--- config.mk ---
export PLATFORM = sky130hd
export DESIGN_NAME = alu_pipe
export DESIGN_NICKNAME = d
export VERILOG_FILES = /design/src/rtl/alu_pipe.sv
export SDC_FILE = /design/constraint.sdc
export NUM_CORES = 1
export LEC_CHECK = 0
export CORE_UTILIZATION = 57
export DETAILED_ROUTE_END_ITERATION = 6
export HOLD_SLACK_MARGIN = 0.1
export PLACE_DENSITY = 0.87
export SETUP_SLACK_MARGIN = 0.3
export SLEW_MARGIN = 0
export SYNTH_ARGS = -nofsm -noshare
export SYNTH_HDL_FRONTEND = slang
export SYNTH_SLANG_ARGS = --single-unit
--- constraint.sdc ---
create_clock -name clock -period 4 [get_ports clock]
set_input_delay 0.4 -clock clock [delete_from_list [all_inputs] [get_ports clock]]
set_output_delay 0.4 -clock clock [all_outputs]
set_load 0.01 [all_outputs]
--- src/rtl/alu_pipe.sv ---
// rtl/alu_pipe.sv - two-stage pipelined WIDTH-bit ALU with valid/ready handshakes
//
// Purpose:
//   S1 registers operands and opcode; S2 computes and registers result and
//   status flags. Each stage has its own valid bit and the pipe stalls from
//   the output back to the input, so ordering is preserved and nothing is
//   dropped or duplicated. Two ops can be in flight.
//
// Ports:
//   clock         in   single clock, rising edge
//   reset         in   synchronous, active-high
//   data_in       in   input valid for input_a / input_b / operator
//   input_a       in   operand A [WIDTH]
//   input_b       in   operand B [WIDTH]
//   operator      in   opcode [4]
//   in_ready      out  block can accept (independent of data_in)
//   result        out  registered result [WIDTH]
//   result_valid  out  result and flags are valid
//   result_ready  in   consumer accepts
//   flags         out  {illegal, overflow, negative, zero, carry}

module alu_pipe #(
  parameter int WIDTH = 8
) (
  input  logic             clock,
  input  logic             reset,
  input  logic             data_in,
  input  logic [WIDTH-1:0] input_a,
  input  logic [WIDTH-1:0] input_b,
  input  logic [3:0]       operator,
  output logic             in_ready,
  output logic [WIDTH-1:0] result,
  output logic             result_valid,
  input  logic             result_ready,
  output logic [4:0]       flags
);

  localparam int MSB = WIDTH - 1;
  localparam logic [WIDTH:0] ONE_EXT = {{WIDTH{1'b0}}, 1'b1};

  typedef enum logic [3:0] {
    OP_ADD  = 4'd0,
    OP_SUB  = 4'd1,
    OP_AND  = 4'd2,
    OP_OR   = 4'd3,
    OP_XOR  = 4'd4,
    OP_NOT  = 4'd5,
    OP_SHL  = 4'd6,
    OP_SHR  = 4'd7,
    OP_INC  = 4'd8,
    OP_DEC  = 4'd9,
    OP_PASS = 4'd10,
    OP_CMP  = 4'd11
  } opcode_e;

  // Stage 1 state
  logic             s1_valid_q, s1_valid_d;
  logic [WIDTH-1:0] s1_a_q, s1_a_d;
  logic [WIDTH-1:0] s1_b_q, s1_b_d;
  logic [3:0]       s1_op_q, s1_op_d;

  // Stage 2 state
  logic             s2_valid_q, s2_valid_d;
  logic [WIDTH-1:0] result_q, result_d;
  logic [4:0]       flags_q, flags_d;

  // Handshake / stall chain
  logic s2_advance;
  logic s1_advance;

  always_comb begin
    s2_advance = !s2_valid_q || result_ready;
    s1_advance = !s1_valid_q || s2_advance;
  end

  // Held low during reset so the source cannot hand over an op that the
  // reset would immediately discard.
  assign in_ready     = s1_advance && !reset;
  assign result       = result_q;
  assign result_valid = s2_valid_q;
  assign flags        = flags_q;

  // Arithmetic with one extra bit to expose carry/borrow out of the top.
  logic [WIDTH:0] add_ext;
  logic [WIDTH:0] sub_ext;
  logic [WIDTH:0] inc_ext;
  logic [WIDTH:0] dec_ext;

  always_comb begin
    add_ext = {1'b0, s1_a_q} + {1'b0, s1_b_q};
    sub_ext = {1'b0, s1_a_q} - {1'b0, s1_b_q};
    inc_ext = {1'b0, s1_a_q} + ONE_EXT;
    dec_ext = {1'b0, s1_a_q} - ONE_EXT;
  end

  // ALU evaluated on the S1 registers
  logic [WIDTH-1:0] alu_res;
  logic             alu_carry;
  logic             alu_ovf;
  logic             alu_illegal;
  logic [4:0]       alu_flags;

  always_comb begin
    alu_res     = '0;
    alu_carry   = 1'b0;
    alu_ovf     = 1'b0;
    alu_illegal = 1'b0;
    case (s1_op_q)
      OP_ADD: begin
        alu_res   = add_ext[MSB:0];
        alu_carry = add_ext[WIDTH];
        // Same-sign operands producing a result of the other sign
        alu_ovf   = (s1_a_q[MSB] == s1_b_q[MSB]) && (alu_res[MSB] != s1_a_q[MSB]);
      end
      OP_SUB: begin
        alu_res   = sub_ext[MSB:0];
        alu_carry = sub_ext[WIDTH];  // borrow: A < B unsigned
        // Opposite-sign operands producing a result whose sign differs from A
        alu_ovf   = (s1_a_q[MSB] != s1_b_q[MSB]) && (alu_res[MSB] != s1_a_q[MSB]);
      end
      OP_AND: alu_res = s1_a_q & s1_b_q;
      OP_OR:  alu_res = s1_a_q | s1_b_q;
      OP_XOR: alu_res = s1_a_q ^ s1_b_q;
      OP_NOT: alu_res = ~s1_a_q;
      OP_SHL: begin
        alu_res   = {s1_a_q[MSB-1:0], 1'b0};
        alu_carry = s1_a_q[MSB];
      end
      OP_SHR: begin
        alu_res   = {1'b0, s1_a_q[MSB:1]};
        alu_carry = s1_a_q[0];
      end
      OP_INC: begin
        alu_res   = inc_ext[MSB:0];
        alu_carry = inc_ext[WIDTH];
        alu_ovf   = !s1_a_q[MSB] && alu_res[MSB];
      end
      OP_DEC: begin
        alu_res   = dec_ext[MSB:0];
        alu_carry = dec_ext[WIDTH];  // borrow only when A == 0
        alu_ovf   = s1_a_q[MSB] && !alu_res[MSB];
      end
      OP_PASS: alu_res = s1_b_q;
      OP_CMP:  alu_res = {{(WIDTH-1){1'b0}}, (s1_a_q == s1_b_q)};
      default: alu_illegal = 1'b1;
    endcase
  end

  // Illegal ops report only the illegal bit even though the result is zero.
  always_comb begin
    alu_flags = {alu_illegal,
                 alu_ovf,
                 alu_res[MSB] && !alu_illegal,
                 (alu_res == '0) && !alu_illegal,
                 alu_carry};
  end

  // Next-state for both stages
  always_comb begin
    s1_valid_d = s1_valid_q;
    s1_a_d     = s1_a_q;
    s1_b_d     = s1_b_q;
    s1_op_d    = s1_op_q;
    s2_valid_d = s2_valid_q;
    result_d   = result_q;
    flags_d    = flags_q;

    if (s1_advance) begin
      s1_valid_d = data_in;
      if (data_in) begin
        s1_a_d  = input_a;
        s1_b_d  = input_b;
        s1_op_d = operator;
      end
    end

    // Result and flags only change when a new op lands in S2, so they stay
    // stable both under backpressure and after the last op drains.
    if (s2_advance) begin
      s2_valid_d = s1_valid_q;
      if (s1_valid_q) begin
        result_d = alu_res;
        flags_d  = alu_flags;
      end
    end
  end

  always_ff @(posedge clock) begin
    if (reset) begin
      s1_valid_q <= 1'b0;
      s1_a_q     <= '0;
      s1_b_q     <= '0;
      s1_op_q    <= '0;
      s2_valid_q <= 1'b0;
      result_q   <= '0;
      flags_q    <= '0;
    end else begin
      s1_valid_q <= s1_valid_d;
      s1_a_q     <= s1_a_d;
      s1_b_q     <= s1_b_d;
      s1_op_q    <= s1_op_d;
      s2_valid_q <= s2_valid_d;
      result_q   <= result_d;
      flags_q    <= flags_d;
    end
  end

endmodule
# Word level (Yosys, flattened, before mapping)
# Cells that the tools add are included.
[word_totals]
register_bits = 35
input_bits = 24
elab_cells = 54
[classes]
n_addsub = 4
eq_ne = 16
mux = 4
n_bitwise = 4
n_reduce_logical = 19
[ops]
columns = ["cell", "count"]
rows = [
  ["case mux 8 bit (12 select lines)", 1],
  ["equality test 4 x 3 -> 1 bit (second input constant)", 4],
  ["equality test 4 bit (second input constant)", 4],
  ["OR reduction 12 bit", 1],
  ["adder 8 x 1 -> 9 bit (second input constant)", 1],
  ["adder 8 x 8 -> 9 bit", 1],
  ["subtractor 8 x 1 -> 9 bit (second input constant)", 1],
  ["subtractor 8 x 8 -> 9 bit", 1],
  ["AND 8 bit", 1],
  ["equality test 4 x 2 -> 1 bit (second input constant)", 2],
  ["equality test 8 bit", 1],
  ["logical NOT 8 bit", 1],
  ["NOT 8 bit", 1],
  ["OR 8 bit", 1],
  ["bitwise XOR 8 bit", 1],
  ["logical AND 1 bit", 7],
  ["case mux 1 bit (6 select lines)", 1],
  ["logical NOT 1 bit", 5],
  ["equality test 4 x 1 -> 1 bit (second input constant)", 1],
  ["logical NOT 4 bit", 1],
  ["case mux 1 bit (4 select lines)", 1],
  ["AND reduction 2 bit", 2],
  ["inequality test 1 bit", 3],
  ["logical OR 1 bit", 2],
  ["2 further kinds", 2],
]

# Logic depth before layout (Yosys ltp)
[depth]
ltp_word = 4
mapped_depth = 12
mapped_depth_nobuf = 11

# Least setup slack after synthesis
# Ideal clock, no wire load.
[synth_timing]
kind = "register to register"
start = "register s1_a_q[1]"
end = "register flags_q[2], in the netlist flags[2]"
setup_time_ps = 132
t_arrival_ps = 2765
required_time_ps = 3868
slack_ps = 1103
path_stages_with_launch = 11
n_path_buf = 1
period_less_slack_ps = 2897
cell_sequence = "dfxtp_1 clkbuf_1 inv_1 ha_1 o21ba_2 or4_1 a211oi_1 nor2_1 a2111o_1 o311ai_0 a21oi_1"
[synth_between]
elab_chain_cells = 3
word_cells_on_any_way = 6
classes_between = "add/sub: 4; mux: 1; reduce/logical: 1"
[synth_rtl]
columns = ["item", "line", "source"]
rows = [
  ["start: declaration", "58", "logic [WIDTH-1:0] s1_a_q, s1_a_d;"],
  ["start signal: assignment", "191", "s1_a_q <= '0;"],
  ["start signal: assignment", "199", "s1_a_q <= s1_a_d;"],
  ["subtractor 8 x 1 -> 9 bit, or another cell as far along", "93", "dec_ext = {1'b0, s1_a_q} - ONE_EXT;"],
  ["case mux 8 bit (12 select lines) (*)", "108", "case (s1_op_q)"],
  ["logical AND 1 bit (*)", "153", "alu_res[MSB] && !alu_illegal,"],
  ["end signal: assignment", "204", "flags_q <= flags_d;"],
  ["end: declaration", "65", "logic [4:0] flags_q, flags_d;"],
]
# Mark *: on every way between the ends. The rest lies on a longest branch, timed or not.
# A chain may end at the register's enable or synchronous reset.

# Final worst setup path
[layout_timing]
start = "register s1_a_q[2]"
end = "register flags_q[2], in the netlist flags[2]"
# Same word-level chain as after synthesis.

==> results_dict.tcl <==
set metrics [dict create \
    run_status "finished, final reports clean" \
    timing.setup.critical_path_class "flop to flop" \
    firstDrtPassIters 5 \
    critical-path-slowest-cell "dfxtp_1" \
    synth_simple_gate_area_share 0.257 \
    worst_path_cell_chain "inv_1, ha_1, or4_1, a211oi_1, nor2_1, a2111o_1, o311ai_0, a21oi_1" \
    clk-insertion-delay-late_ps 280 \
    fp.dieArea_um2 5970 \
    synthesis.nets 505 \
    ir_drop_v 0.000237 \
    max_slew.worst_pin.slew_ps 973 \
    detail_route.vias_per_cell 6.63 \
    worst-endpoint-required_ps 4160 \
    ys.warnings.count 0 \
    timing.final.hold_violations 0 \
    synth_compound_area_frac 0.274 \
    yosys.cell_types.count 63 \
    timing.hold.worst.class "flop to flop" \
    htree_num_levels 2 \
    first_global_vias 3251 \
    synth-seq-area-share 0.211 \
    post_synth_fa_ha_maj_area_fraction 0.121 \
    clock.fmax_mhz 303 \
    cts.reportedPaths.clkPinSlew_ps 70 \
    leading_cell_type_in_the_layout_fill_and_taps_excluded "nand2_1" \
    number_of_flops_mapped_to_enable_cells_by_yosys 0 \
    start_util 0.590 \
    post-route-util 0.676 \
    buf_inv_stages_crit_path 1 \
    vias 3578 \
    yosys_register_bits 34 \
    post-cts-setup-buffers 0 \
    post-route-drc-count 0 \
    grt_start_max_net_pins 37 \
    routed_wl_um 10100 \
    rows 27 \
    synth.avg_cell_area_um2 7.15 \
    cp_endpoint_kind "flop" \
    report.final.slew_viol_count 0 \
    final_antenna_net_count 0 \
    setup_ws_ps 700 \
    power_density_nw_per_um2 265 \
    grt_antenna_before_repair 0 \
    cts_buffers 5 \
    hold_path_startpoint "flags[4]$_SDFFE_PP0P_" \
    global_route.usage.total 0.343 \
    post_cts_resize_count 0 \
    synth.mux.area_fraction 0.0392 \
    timing.reg2reg.worst_path_depth 8 \
    syn_to_final_growth_pct 14.7 \
    worst_r2r_startpoint "s1_a_q[2]$_SDFFE_PP0P_" \
    worst_hold_path.endpoint "flags[4]$_SDFFE_PP0P_" \
    cp_max_fo 15 \
    finalWeightedCongestion 1.05 \
    critPathMaxStageDelay_ps 660 \
    die_y_um 77.2 \
    whs_path_depth 2 \
    synth-async-reset-ratio 0 \
    clock_skew_ps 4.59 \
    slew-limit-headroom 0.346 \
    synth_top_family_by_area "compound AO/OA/AOI/OAI gates" \
    fp.coreArea_um2 5470 \
    dieWidth_um 77.2 \
    hpwl_um 7450 \
    setup.worst_path.start_class "flop" \
    commonest_cells_after_routing_fill_and_taps_aside "nand2_1 (63), a21oi_1 (42), nor2_1 (38), clkdlybuf4s50_1 (38), dfxtp_1 (34)" \
    pre_cts_slack_ps 892 \
    clock_tree_from_tritoncts "done" \
    r2r_end "flags[2]$_SDFFE_PP0P_" \
    wl_per_cell_um 18.8 \
    synthesis.area_um2 3230 \
    setup_tns_ps 0 \
    rsz0062_at_grt "false" \
    cts.root.buffer_cell "clkbuf_8" \
    critical-path-top-delay-family "compound AO/OA/AOI/OAI gates" \
    finish.net_count 521 \
    timing.final.setup_violations 0 \
    antenna_cells_inserted 0 \
    n_fill_cell 499 \
    netlist_instances 451 \
    final_cell_area_um2 3700 \
    dominant_cells_by_area_after_synthesis "dfxtp_1 (21%), ha_1 (11%), nand2_1 (7.3%)" \
    min_period_over_period 0.825 \
    synth_ff_type "dfxtp_1" \
    cts.hold.buffers_added 0 \
    placedInstanceArea_um2 3610 \
    total_leakage_power_nw 1.39 \
    yosys.area_share.xor_xnor 0.0136 \
    post_route_cells_drive_above_1_share 0.0598 \
    drt_iter0_markers 425 \
    sinks_on_clock_net 34 \
    drv.max_cap_violation_count 0 \
    number_of_input_and_output_port_buffers_inserted 38 \
    clk_path_buf_depth 2 \
    grt.overflow.total 0 \
    synth.top_cell.area_share 0.211 \
    synth_top_cell_by_area "dfxtp_1" \
    worst-endpoint-arrival_ps 3460 \
    period_minus_slack_ps 3300 \
    grt_first_pass_wirelength_um 16200 \
    io_pins 39 \
    timing.reg2reg.setup_slack_ps 700 \
]
[tightest hold or removal path, stage by stage, from the launching register on]
cell and delay (ps):
dfxtp_1 310, nand2_1 60, a21oi_1 50
[metrics by stage]
step	cells	power (mW)	hold WS, ps
final	540	0.979	469
after global routing	540	1.03	508
after CTS	540	0.973	469
after detailed placement	532	0.716	460
after global placement	532	0.711	449
after floorplan	451	0.605	453
[power breakdown]
group	switching, mW	internal, mW
clock	0.119	0.139
sequential	0.0303	0.358
combinational	0.196	0.137
[area by class of cell]
cell class                 count  area [um2]  area share
clock buffer                   7        86.3      0.0233
timing repair buffer          48         455       0.123
tap                           72        90.1      0.0243
clock inverter                 1        5.00     0.00135
sequential                    34         681       0.184
inverter                      29         109      0.0294
multi-input combinational    349        2270       0.615
[Yosys cell counts, types with 4 or more instances]
cell type	number
o21ai_0	19
and2_1	4
a22oi_1	7
nor2b_1	6
nor3_1	13
nand3_1	11
nor3b_1	5
mux2i_1	7
a31oi_1	4
a221oi_1	5
clkbuf_1	30
buf_2	4
a211oi_1	13
nor4_1	5
ha_1	28
inv_1	29
nand2_1	63
nor2_1	38
dfxtp_1	34
a21oi_1	42
nand2b_1	7
[worst max path at each step]
| stage | from | end | slack [ps] | cells after the start |
|---|---|---|---|---|
| floorplan | s1_a_q[1]$_SDFFE_PP0P_ | flags[2]$_SDFFE_PP0P_ | 1100 | 10 |
| global placement | s1_a_q[2]$_SDFFE_PP0P_ | flags[2]$_SDFFE_PP0P_ | 950 | 8 |
| detailed placement | s1_a_q[2]$_SDFFE_PP0P_ | flags[2]$_SDFFE_PP0P_ | 890 | 8 |
| CTS | s1_a_q[2]$_SDFFE_PP0P_ | flags[2]$_SDFFE_PP0P_ | 820 | 8 |
| global route | s1_a_q[2]$_SDFFE_PP0P_ | flags[2]$_SDFFE_PP0P_ | 570 | 8 |
| finish | s1_a_q[2]$_SDFFE_PP0P_ | flags[2]$_SDFFE_PP0P_ | 700 | 8 |
[cells by family (layout without fill, tap and decap cells)]
kind of cell | count (synthesis) | in the layout
multiplexers | 11 | 11
AND/OR/NAND/NOR | 172 | 172
AO/OA/AOI/OAI | 131 | 131
buffers and inverters | 68 | 85
flip-flops | 34 | 34
XOR/XNOR | 5 | 5
adder cells (fa/ha/maj) | 30 | 30
[layer usage]
layer | share of wire | GRT usage | wire length, um | vias to the layer above
met5 | 0 | 0 | 0 | -
met4 | 0.048 | 0.164 | 486 | 0
met3 | 0.093 | 0.0595 | 945 | 44
met2 | 0.45 | 0.540 | 4580 | 221
met1 | 0.41 | 0.451 | 4120 | 1656
li1 | - | - | - | 1657
[flip-flops by register name, indices dropped and copies added, names as in the netlist]
| name | flops |
|---|---|
| result | 7 |
| s1_op_q | 4 |
| s1_a_q | 8 |
| flags | 5 |
| result_valid | 1 |
| s1_valid_q | 1 |
| s1_b_q | 8 |
Power figures use the tool's default switching activity.
